`src/rtl/maf_norm_pkg.sv`:
```
// MAF normalization stage: shared widths, mode tags and
// the stage-1 payload bundle.
package maf_norm_pkg;

  localparam int MANT_W = 56;
  localparam int EXP_W  = 12;
  localparam int LZ_W   = 6;
  localparam int SUM_W  = 48;
  localparam int CAR_W  = 49;
  localparam int LZ_MAX = MANT_W - 1;

  localparam logic [2:0] CONT_SINGLE = 3'b000;
  localparam logic [2:0] CONT_DUAL   = 3'b001;
  localparam logic [2:0] CONT_HALF   = 3'b010;

  typedef struct packed {
    logic [MANT_W-1:0] r;
    logic [LZ_W:0]     lza;
    logic              sign;
    logic [EXP_W-1:0]  e;
    logic [2:0]        cont;
  } s1_t;

endpackage

```
`src/rtl/maf_norm_shift.sv`:
```
// Left normalizer: shift by the anticipated count, then
// absorb the one-bit LZA underestimate.
module maf_norm_shift
  import maf_norm_pkg::*;
(
  input  logic [MANT_W-1:0] i_r,
  input  logic [LZ_W:0]     i_lza,
  output logic [MANT_W-1:0] o_s,
  output logic [LZ_W-1:0]   o_lz,
  output logic              o_corr
);

  logic [LZ_W-1:0]   w_amt;
  logic [MANT_W-1:0] w_s0;

  always_comb begin
    w_amt = i_lza[LZ_W-1:0];
    if (i_lza > 7'(LZ_MAX)) begin
      w_amt = 6'(LZ_MAX);
    end
    w_s0   = i_r << w_amt;
    o_s    = w_s0;
    o_lz   = w_amt;
    o_corr = 1'b0;
    if (!w_s0[MANT_W-1]) begin
      o_s    = w_s0 << 1;
      o_lz   = w_amt + 6'd1;
      o_corr = 1'b1;
    end
  end

endmodule

```
`src/rtl/maf_norm_stage.sv`:
```
// MAF normalization: add/negate and leading-one encode in
// stage 1, shift/correct and exponent adjust in stage 2.
module maf_norm_stage
  import maf_norm_pkg::*;
#(
  parameter int MW = MANT_W,
  parameter int EW = EXP_W
) (
  input  logic          clk,
  input  logic          rst,
  input  logic          in_valid,
  output logic          in_ready,
  input  logic [47:0]   sum_in,
  input  logic [48:0]   carry_in,
  input  logic [MW-1:0] f_in,
  input  logic [EW-1:0] e_in,
  input  logic [2:0]    cont_in,
  output logic          out_valid,
  input  logic          out_ready,
  output logic [MW-1:0] mant_out,
  output logic [EW-1:0] e_out,
  output logic [5:0]    lz_out,
  output logic          sign_out,
  output logic          zero_out,
  output logic          corr_out,
  output logic          uf_out,
  output logic [2:0]    cont_out
);

  logic [48:0]   w_r49;
  logic [48:0]   w_mag;
  logic [6:0]    w_lza;
  s1_t           w_s1_d;
  logic          w_s2_en;

  logic          r_s1_valid;
  s1_t           r_s1;

  logic [MW-1:0] w_s;
  logic [5:0]    w_lz;
  logic          w_corr;
  logic          w_zero;
  logic [EW:0]   w_diff;

  logic          r_s2_valid;
  logic [MW-1:0] r_mant;
  logic [EW-1:0] r_e;
  logic [5:0]    r_lz;
  logic          r_sign;
  logic          r_zero;
  logic          r_corr;
  logic          r_uf;
  logic [2:0]    r_cont;

  assign w_r49 = carry_in + {1'b0, sum_in};
  assign w_mag = w_r49[48] ? (~w_r49 + 49'd1) : w_r49;

  // Lowest set bit is scanned first so the highest one wins.
  always_comb begin
    w_lza = 7'(MW);
    for (int i = 0; i < MW; i++) begin
      if (f_in[i]) begin
        w_lza = 7'(MW - 1 - i);
      end
    end
  end

  always_comb begin
    w_s1_d      = '0;
    w_s1_d.r    = {w_mag, 7'b0};
    w_s1_d.lza  = w_lza;
    w_s1_d.sign = w_r49[48];
    w_s1_d.e    = e_in;
    w_s1_d.cont = cont_in;
  end

  assign w_s2_en  = !r_s2_valid || out_ready;
  assign in_ready = !r_s1_valid || w_s2_en;

  always_ff @(posedge clk) begin
    if (rst) begin
      r_s1_valid <= 1'b0;
      r_s1       <= '0;
    end else if (in_ready) begin
      r_s1_valid <= in_valid;
      if (in_valid) begin
        r_s1 <= w_s1_d;
      end
    end
  end

  maf_norm_shift u_shift (
    .i_r    (r_s1.r),
    .i_lza  (r_s1.lza),
    .o_s    (w_s),
    .o_lz   (w_lz),
    .o_corr (w_corr)
  );

  assign w_zero = (r_s1.r == '0);
  assign w_diff = {r_s1.e[EW-1], r_s1.e} - (EW+1)'(w_lz);

  always_ff @(posedge clk) begin
    if (rst) begin
      r_s2_valid <= 1'b0;
      r_mant     <= '0;
      r_e        <= '0;
      r_lz       <= '0;
      r_sign     <= 1'b0;
      r_zero     <= 1'b0;
      r_corr     <= 1'b0;
      r_uf       <= 1'b0;
      r_cont     <= '0;
    end else if (w_s2_en) begin
      r_s2_valid <= r_s1_valid;
      if (r_s1_valid) begin
        r_sign <= r_s1.sign;
        r_cont <= r_s1.cont;
        r_zero <= w_zero;
        if (w_zero) begin
          r_mant <= '0;
          r_e    <= '0;
          r_lz   <= '0;
          r_corr <= 1'b0;
          r_uf   <= 1'b0;
        end else begin
          r_mant <= w_s;
          r_e    <= w_diff[EW-1:0];
          r_lz   <= w_lz;
          r_corr <= w_corr;
          r_uf   <= w_diff[EW] || (w_diff == '0);
        end
      end
    end
  end

  assign out_valid = r_s2_valid;
  assign mant_out  = r_mant;
  assign e_out     = r_e;
  assign lz_out    = r_lz;
  assign sign_out  = r_sign;
  assign zero_out  = r_zero;
  assign corr_out  = r_corr;
  assign uf_out    = r_uf;
  assign cont_out  = r_cont;

endmodule

```
`config.mk`:
```
export PLATFORM = sky130hd
export DESIGN_NAME = maf_norm_stage
export DESIGN_NICKNAME = d
export VERILOG_FILES = /design/src/rtl/maf_norm_pkg.sv /design/src/rtl/maf_norm_shift.sv /design/src/rtl/maf_norm_stage.sv
export SDC_FILE = /design/constraint.sdc
export NUM_CORES = 1
export LEC_CHECK = 0
export CORE_UTILIZATION = 50
export CTS_BUF_LIST = sky130_fd_sc_hd__clkbuf_8
export CTS_CLUSTER_DIAMETER = 200
export CTS_CLUSTER_SIZE = 28
export DETAILED_ROUTE_END_ITERATION = 10
export PLACE_DENSITY_LB_ADDON = 0.15
export SLEW_MARGIN = 0
export SYNTH_ARGS = -nofsm -noshare
export SYNTH_HDL_FRONTEND = slang
export SYNTH_SLANG_ARGS = --single-unit
```
`constraint.sdc`:
```
create_clock -name clk -period 5.7 [get_ports clk]
set_clock_uncertainty 0.15 [all_clocks]
set_input_delay 1.14 -clock clk [delete_from_list [all_inputs] [get_ports clk]]
set_output_delay 1.14 -clock clk [all_outputs]
set_load 0.02 [all_outputs]
```
After elaboration in Yosys (flattened, before gate mapping). Index checks and enable logic that the tools add are counted.

$add $sub $neg: 4. Order comparisons: 1. Shift operators: 1. Mux-type cells: 66. Bitwise logic cells: 1. Reduce and logical (&&, ||, !) cells: 9.

Operators by type and width (number): 2-to-1 mux 7 bit (55); 2-to-1 mux 56 bit (2); logical NOT 56 bit (1); << shifter 56 x 6 -> 56 bit (1); adder 49 x 1 -> 49 bit, second input constant (1); adder 49 x 48 -> 49 bit (1); 2-to-1 mux 49 bit (1); NOT 49 bit (1); 2-to-1 mux 6 bit (3); logical NOT 13 bit (1); subtractor 12 x 7 -> 13 bit (1); 2-to-1 mux 12 bit (1); > comparator 7 x 6 -> 1 bit, second input constant (1); adder 6 x 1 -> 6 bit, second input constant (1); 2-to-1 mux 4 bit (1); AND reduction 2 bit (2); logical OR 1 bit (3); 2-to-1 mux 1 bit (3); logical NOT 1 bit (2).

Register bits: 155. Output and inout port bits: 83.

Depth between registers and ports, before layout. Gate-level depths: netlist of the first run.

Depth after elaboration: 56. Gate-level depth with buffers: 26. Gate-level depth less buffers: 21.

Cells and area by module. Synthesis of the first run repeated with hierarchy kept, for this count alone.

Cells, all modules: 2155. Area, all modules: 15752.6 µm².

Modules (own cells, without submodules): maf_norm_stage (times used 1, cells each 1412, area each 10776.6 µm², seq. area each 3083.0 µm²); maf_norm_shift (times used 1, cells each 743, area each 4976.0 µm², seq. area each 0.0 µm²).

Least setup slack after synthesis of the first run. No wires, ideal clock.

Path kind: register to register. Start point: register r_s1[19] (netlist name). End point: register r_uf, in the netlist uf_out. Library setup time: 70 ps. Arrival time: 5100 ps. Data required time: 5480 ps. Setup slack: 379 ps. Cell stages (with the launch flop): 24. Path buffers: 4. Clock period less this slack: 5321 ps. Path through: dfxtp_1 -> clkbuf_1 -> a31oi_2 -> buf_4 -> mux4_2 -> mux2i_1 -> mux2i_1 -> mux4_2 -> clkbuf_1 -> buf_2 -> a21oi_1 -> inv_1 -> ha_1 -> nor2b_1 -> o21ai_0 -> nand2b_1 -> a21o_1 -> a21o_1 -> a21boi_0 -> xor2_1 -> nand3b_1 -> nor4_1 -> o31ai_1 -> a21oi_1.

Longest elaborated chain between the ends: 8. Elaborated cells on any way between the ends: 9.

Ends and longest elaborated chain: from (decl) (line maf_norm_stage.sv:37) `s1_t r_s1;`; from (signal assigned) (line maf_norm_stage.sv:87) `r_s1 <= w_s1_d;`; > comparator 7 x 6 -> 1 bit (line maf_norm_shift.sv:18) `if (i_lza > 7'(LZ_MAX)) begin`; 2-to-1 mux 6 bit * (line maf_norm_shift.sv:18); << shifter 56 x 6 -> 56 bit or adder 6 x 1 -> 6 bit (tied branches) (line maf_norm_shift.sv:21, maf_norm_shift.sv:27); 2-to-1 mux 6 bit * (line maf_norm_shift.sv:25) `if (!w_s0[MANT_W-1]) begin`; subtractor 12 x 7 -> 13 bit * (line maf_norm_stage.sv:101) `assign w_diff = {r_s1.e[EW-1], r_s1.e} - (EW+1)'(w_lz);`; logical NOT 13 bit (line maf_norm_stage.sv:131) `r_uf <= w_diff[EW] || (w_diff == '0);`; logical OR 1 bit * (line maf_norm_stage.sv:131); 2-to-1 mux 1 bit * (line maf_norm_stage.sv:120) `if (w_zero) begin`; to (signal assigned) (line maf_norm_stage.sv:131); to (decl) (line maf_norm_stage.sv:52) `logic r_uf;`.

Mark *: on every way between the ends. The rest lies on a longest branch, timed or not. A chain may end at the register's enable or synchronous reset.

Worst setup path in the final report of the first run.
Start point: register r_s1[20] (netlist name). End point: register r_uf, in the netlist uf_out.

The elaborated chain is that of the path after synthesis.

==> parameters.txt, run 1 <==
Parameter                              Value

Logic synthesis
  Portion of the post-synthesis area used by sequential elements    0.211
  Proportion of register bits with asynchronous set or reset after synthesis    0
  Combined area of all synthesized cells    about 14000 µm²
  Most used flip-flop cell after synthesis    dfxtp_1
  Synth cell types    roughly 110
  Number of flops mapped to enable cells by yosys    0
  Yosys warning total    0
  Synthesized instance count    1826
  Synth Register Bits    between 100 and 150
  Mean Syn Cell Area    7.62 µm²

Global route
  Antenna violations before repair    0
  Number of global-route vias before repair    13300
  Global-route usage over all layers    0.292
  Largest net degree at the start of global routing    87
  First-pass GRT wire length    just under 70 mm
  Remaining Overflow, GRT    0

Timing
  Worst-case headroom to the max-slew limit    0.400
  Fmax    ~0.19 GHz
  Fin crit period    5.36 ns
  Final period util    0.940
  Setup total negative slack    0 ns
  Endpoints failing hold    0
  Final setup violation count    0
  Least-Margin Pin Slew    0.891 ns
  Unrepaired setup endpoints after global routing    no
  Final max-slew violation count    0

Layout
  Number of fill cells in the layout    between 2000 and 2500
  Diode count    0
  Area grow syn2layout    23.2%
  Share of post-route cells with drive strength above 1    0.0801
  Total Nets Final    2253
  Most common cell after layout, fill and taps aside    nor2_1
  Utilization after layout    0.633
  Highest-count cells in the layout ignoring fill and taps    254 x nor2_1, 246 x clkdlybuf4s50_1, 166 x nand2_1

Job
  Max Cap Viol    0

CTS
  Clock buffer count from CTS    17
  TritonCTS clock tree    yes
  Root buffer cell    clkbuf_8
  Cts hold-fix bufs    0
  Source-to-sink clock delay at the later pin of the worst-skew pair    between 0.4 and 0.5 ns
  Buffers from clock root to sink, at most    2
  Count of H-tree levels built during CTS    4
  Clk slew on worst S/H paths    0.09 ns
  Num Clock Sinks    approximately 150

Route
  Detailed-route DRC error count    0
  Wire per inst    between 15 and 20 µm
  Routed Antenna Nets    0
  Pre-antenna DRT Iters    5
  Avg Vias per Cell    between 6 and 7
  Wirelength, routed    between 40 and 50 mm
  Detailed router's first-iteration violation count    1046
  Via total after detailed routing    approximately 14000

Placed design
  Number of I/O port buffers    ~250
  Final HPWL from detailed placement    33.1 mm
  Placer's final routability congestion estimate    a little under 1

Floorplan
  DIE AREA    approximately 29000 µm²
  Initial core utilization    0.514
  Number of top-level pins    about 260
  Total number of placement rows    60
  Chip Height    roughly 170 µm
  Horizontal extent of the die    169 µm
  Placeable core region    27100 µm²

Critical path
  CP Capture Type    flop
  Launch point of the worst reg-to-reg path    r_s1[20]
  Start-to-end type of the worst setup path    reg2reg
  Element type at the critical path start    flop
  Path depth of the worst reg2reg path    19
  Max Fanout on Critical Path    14
  Signal arrival time at the worst endpoint    between 5 and 6 ns
  Worst Setup EP    uf_out
  Start point of the critical path    r_s1[20]
  Critical register-to-register path endpoint    uf_out
  Worst EP required    between 5 and 6 ns
  Setup slack of the most critical reg-to-reg path    about 0.34 ns

Hold path
  Path category of the worst min-delay check    reg2reg

Power and ir drop
  Standby leakage power    0.00656 µW
  Power per unit of standard cell area    212 nW/µm²
  VDD IR max    approximately 0.13 mV

Status
  Run status    finished, final reports clean
## through the flow
| stage | setup slack, ns | hold WS [ns] | cells | cell area [µm²] | total power, µW |
|---|---|---|---|---|---|
| after floorplan | 0.379 | 0.282 | 1832 | 13900 | 2330 |
| after detailed placement | 0.199 | 0.292 | 2375 | 16800 | 2850 |
| after global placement | 0.252 | 0.287 | 2375 | 16800 | 2830 |
| after CTS | 0.314 | 0.305 | 2407 | 17100 | 3630 |
| final | 0.340 | 0.305 | 2408 | 17200 | 3640 |
| after global routing | 0.0106 | 0.329 | 2408 | 17200 | 3860 |
## where the power goes
group          total (µW)  switching [µW]  internal, µW
registers            1200            90.7          1110
clock network         786             465           320
logic                1650             923           729
## layout make-up
class                           count  area, µm²  share of cell area
Clock buffer                       17        234              0.0136
Clock inverter                     15        138             0.00802
Inverter                           43        161             0.00941
Multi-Input combinational cell   1523      10400               0.604
Sequential cell                   147       2950               0.172
Tap cell                          372        465              0.0271
Timing Repair Buffer              291       2860               0.166
## cells in the mapped netlist (37+ instances only)
master	n	area, µm²
a211oi_1	74	556
a21oi_1	156	781
a22oi_1	45	338
clkbuf_1	82	308
dfxtp_1	147	2940
ha_1	56	701
inv_1	42	158
mux2i_1	147	1470
nand2_1	166	623
nor2_1	255	957
nor3_1	50	250
nor4_1	37	231
o21ai_0	58	290
xnor2_1	43	377
## worst max-delay path: stages (launching register included)
cell and delay [ns]:
dfxtp_2 0.36, a31oi_4 0.29, buf_12 0.21, mux4_2 0.56, mux4_2 0.52, mux4_2 0.57
nor2_1 0.15, xnor2_1 0.16, ha_1 0.30, nor2b_1 0.14, o21ai_1 0.17, a21boi_0 0.14
o21ai_0 0.22, nand2_1 0.11, or4_1 0.45, xor2_1 0.19, nand3b_1 0.10, nor4_1 0.27
o31ai_1 0.09, a21oi_1 0.14
## flip-flops by register name, indices dropped and copies added (netlist names)
name / count
mant_out: 49
out_valid: 1
r_s1_valid: 1
zero_out: 1
cont_out: 3
corr_out: 1
r_s1: 71
lz_out: 6
e_out: 12
sign_out: 1
uf_out: 1
## per-layer routing
metal  wire [µm]  GRT usage
met5           0          0
met4        1150     0.0984
met2       19700      0.486
met3        1540     0.0255
met1       19600      0.396
## kinds of logic after synthesis
family,share of synthesized area
compound gates,0.254
xor+xnor,0.0458
fa+ha+maj,0.0532
buf+inv,0.0504
flops,0.211
mux,0.152
other cells,0.000269
simple gates,0.233
## repair_timing
| action | 4_1_cts | 5_1_grt |
|---|---|---|
| resized for setup | 0 | 3 |
| buffers inserted | 0 | 0 |
| setup endpoints to repair | 0 | 1 |
## worst min-delay path by stage
stage | start | to | slack [ns] | cells past startpoint
CTS | r_s1[2] | cont_out[2] | 0.31 | 2
global placement | r_s1[0] | cont_out[0] | 0.29 | 2
finish | r_s1[2] | cont_out[2] | 0.30 | 2
floorplan | r_s1[0] | cont_out[0] | 0.28 | 2
global route | r_s1[15] | sign_out | 0.33 | 2
detailed placement | r_s1[2] | cont_out[2] | 0.29 | 2
Power figures use the tool's default switching activity.
==> run 2: changes to the inputs <==
Settings changed: CELL_PAD_IN_SITES_DETAIL_PLACEMENT from default to 0, CELL_PAD_IN_SITES_GLOBAL_PLACEMENT from default to 1, CORE_ASPECT_RATIO from default to 0.75, CORE_UTILIZATION 50 to 36.
==> run 2 against run 1 <==
Global-route usage decreased by 6.2 points. First-iteration DRC count shrank 9.5%. Largest cell class unchanged. Hold slack got worse by 0.0013 ns.
==> parameters.txt, run 2 (synthesized netlist as in run 1, its figures left out) <==
Parameter                              Value

Critical path
  Max Fanout on Critical Path    12 (-2)
  Most used cell along the critical path    mux4_2
  CP Capture Type    flop
  Crit-path leading delay family    multiplexers
  Ordered list of cells on the worst path    a31oi_4 -> buf_12 -> mux4_2 -> mux4_2 -> mux4_2 -> a211oi_2 -> xnor2_1 -> ha_1 -> o21ai_1 -> a21boi_0 -> o21ai_1 -> nand2_1 -> or4_1 -> xor2_1 -> nand3b_1 -> nor4_2 -> o31ai_1 -> a21oi_1
  Worst EP required    5.95 ns (about the same)
  Signal arrival time at the worst endpoint    5.60 ns (about the same)
  Maximum single-stage delay on the critical path    0.61 ns (+0.04 ns)
  Start-to-end type of the worst setup path    reg2reg
  Path depth of the worst reg2reg path    18 (-1)
  CP max-delay cell    mux4_2
  Element type at the critical path start    flop
  Logic depth of the worst setup path including buffers    18 (-1)
  Setup slack of the most critical reg-to-reg path    0.36 ns (+0.02 ns)
  Critical register-to-register path endpoint    uf_out
  Launch point of the worst reg-to-reg path    r_s1[19]
  Worst Path Buf+Inv    1 (unchanged)

Layout
  Diode count    0 (unchanged)
  Highest-count cells in the layout ignoring fill and taps    252 x nor2_1, 246 x clkdlybuf4s50_1, 166 x nand2_1
  Most common cell after layout, fill and taps aside    nor2_1
  Cell area after layout    17500 µm² (+1.9%)
  Layout Cells excl Fill    2543 (+5.6%)
  Total Nets Final    2256 (+0.13%)
  Register containing the most flip-flops in the final layout    r_s1
  Share of post-route cells with drive strength above 1    0.0844 (+0.00430)
  Largest register FFs    71 (unchanged)
  Area grow syn2layout    25.6%

Power and ir drop
  VDD IR max    0.135 mV (+0.73%)
  Power consumption    3830 µW (+5.1%)
  Power per unit of standard cell area    219 nW/µm² (+3.2%)
  Standby leakage power    0.00661 µW (+0.82%)

Timing
  Final setup violation count    0 (unchanged)
  Fin crit period    5.34 ns (-0.0159 ns)
  Fmax    0.187 GHz (+0.30%)
  Setup total negative slack    0 ns (unchanged)
  Endpoints failing hold    0 (unchanged)
  Final period util    0.938 (-0.00278)
  Least-Margin Pin Slew    1.07 ns (+0.175 ns)
  Final max-slew violation count    0 (unchanged)
  Post-route worst setup slack    0.356 ns (+0.0159 ns)
  Worst-case headroom to the max-slew limit    0.288 (-0.112)

Global route
  Remaining Overflow, GRT    0 (unchanged)
  Number of global-route vias before repair    13900 (+4.6%)
  Global-route usage over all layers    0.230 (-0.0622)
  First-pass GRT wire length    73.8 mm (+7.9%)
  Largest net degree at the start of global routing    89 (+2.3%)
  Antenna violations before repair    0 (unchanged)

Floorplan
  Number of top-level pins    255 (unchanged)
  Horizontal extent of the die    229 µm (+36%)
  Initial core utilization    0.371 (-0.143)
  Chip Height    172 µm (+2.0%)
  DIE AREA    39500 µm² (+38%)
  Placeable core region    37600 µm² (+39%)
  Total number of placement rows    61 (+1.7%)

CTS
  Root buffer cell    clkbuf_8
  TritonCTS clock tree    yes
  Clock buffer count from CTS    17 (unchanged)
  Count of H-tree levels built during CTS    4 (unchanged)
  Cts hold-fix bufs    0 (unchanged)
  Num Clock Sinks    147 (unchanged)
  Clk slew on worst S/H paths    0.09 ns (about the same)
  Buffers from clock root to sink, at most    2 (unchanged)
  Source-to-sink clock delay at the later pin of the worst-skew pair    0.47 ns (about the same)

Placed design
  Final HPWL from detailed placement    36.1 mm (+9.0%)
  Placer's final routability congestion estimate    0.916 (-7.0%)
  Dpl ws    0.0185 ns (-0.180 ns)
  Post-Place Cells    2508 (+5.6%)
  Number of I/O port buffers    247 (unchanged)
  Placement-stage cell area    17000 µm² (+1.2%)

Job
  Max Cap Viol    0 (unchanged)

Route
  Avg Vias per Cell    5.67 (-5.6%)
  Detailed router's first-iteration violation count    947 (-9.5%)
  Detailed-route DRC error count    0 (unchanged)
  Wirelength, routed    45.9 mm (+9.4%)
  Pre-antenna DRT Iters    5 (unchanged)
  Wire per inst    18.0 µm (+3.6%)
  Via total after detailed routing    14400 (-0.28%)
  Routed Antenna Nets    0 (unchanged)

Hold path
  Hold-critical path depth    2 (unchanged)
  Startpoint of the worst hold path    r_s1[1]
  Endpoint of the worst hold path    cont_out[1]
  Path category of the worst min-delay check    reg2reg

Status
  Run status    finished, final reports clean
-- run 2: changes by cell type in the layout (fill, tap and decap cells not counted), moves of 3 or more --
cell	before	now
inv_6	6	0
bufinv_16	0	4
inv_8	3	0
clkbuf_8	17	20
-- run 2: area by class of cell --
| cell class | count | area, µm² |
|---|---|---|
| well taps | 504 | 631 |
| clock inverters | 12 | 179 |
| multi-input cells | 1523 | 10400 |
| repair buffers | 294 | 2900 |
| clock buffers | 20 | 275 |
| flip-flops and latches | 147 | 2950 |
| fillers | 3793 | 20100 |
| inverters | 43 | 161 |
-- run 2: per-stage QoR --
stage | hold WS (ns) | util
global route | 0.329 | 0.465
detailed placement | 0.295 | 0.451
finish | 0.304 | 0.465
CTS | 0.307 | 0.463
global placement | 0.290 | 0.451
floorplan | 0.282 | -
-- run 2: what timing repair did --
item                       4_1_cts  5_1_grt
hold endpoints to repair         0        0
setup endpoints to repair        0        1
buffers inserted                 0        2
gates resized for setup          0       11
-- run 2: worst max path at each step --
stage	from	endpoint	slack (ns)
after detailed placement	sum_in[0]	r_s1[72]	0.02
final	r_s1[19]	uf_out	0.36
after CTS	r_s1[19]	uf_out	0.17
after global routing	r_s1[19]	uf_out	-0.004
after global placement	sum_in[0]	r_s1[72]	0.07
after floorplan	r_s1[19]	uf_out	0.38
-- run 2: worst min-delay path: cells and delay by family, from the launching register on --
kind / cells / cell delay [ns]
flip-flops: 1 / 0.32
AND/OR/NAND/NOR: 1 / 0.05
AO/OA/AOI/OAI: 1 / 0.05
-- run 2: metal layers --
| metal | global-route usage | up-vias | routed length (µm) |
|---|---|---|---|
| met2 | 0.352 | 427 | 19200 |
| met1 | 0.331 | 6802 | 23300 |
| li1 | - | 7165 | - |
| met3 | 0.0501 | 29 | 3030 |
| met5 | 0 | - | 0 |
| met4 | 0.0368 | 0 | 291 |
-- run 2: where the power goes --
group	total [µW]	switching, µW	internal (µW)
sequential	1200	93.4	1110
clock	936	424	512
combinational	1690	946	741
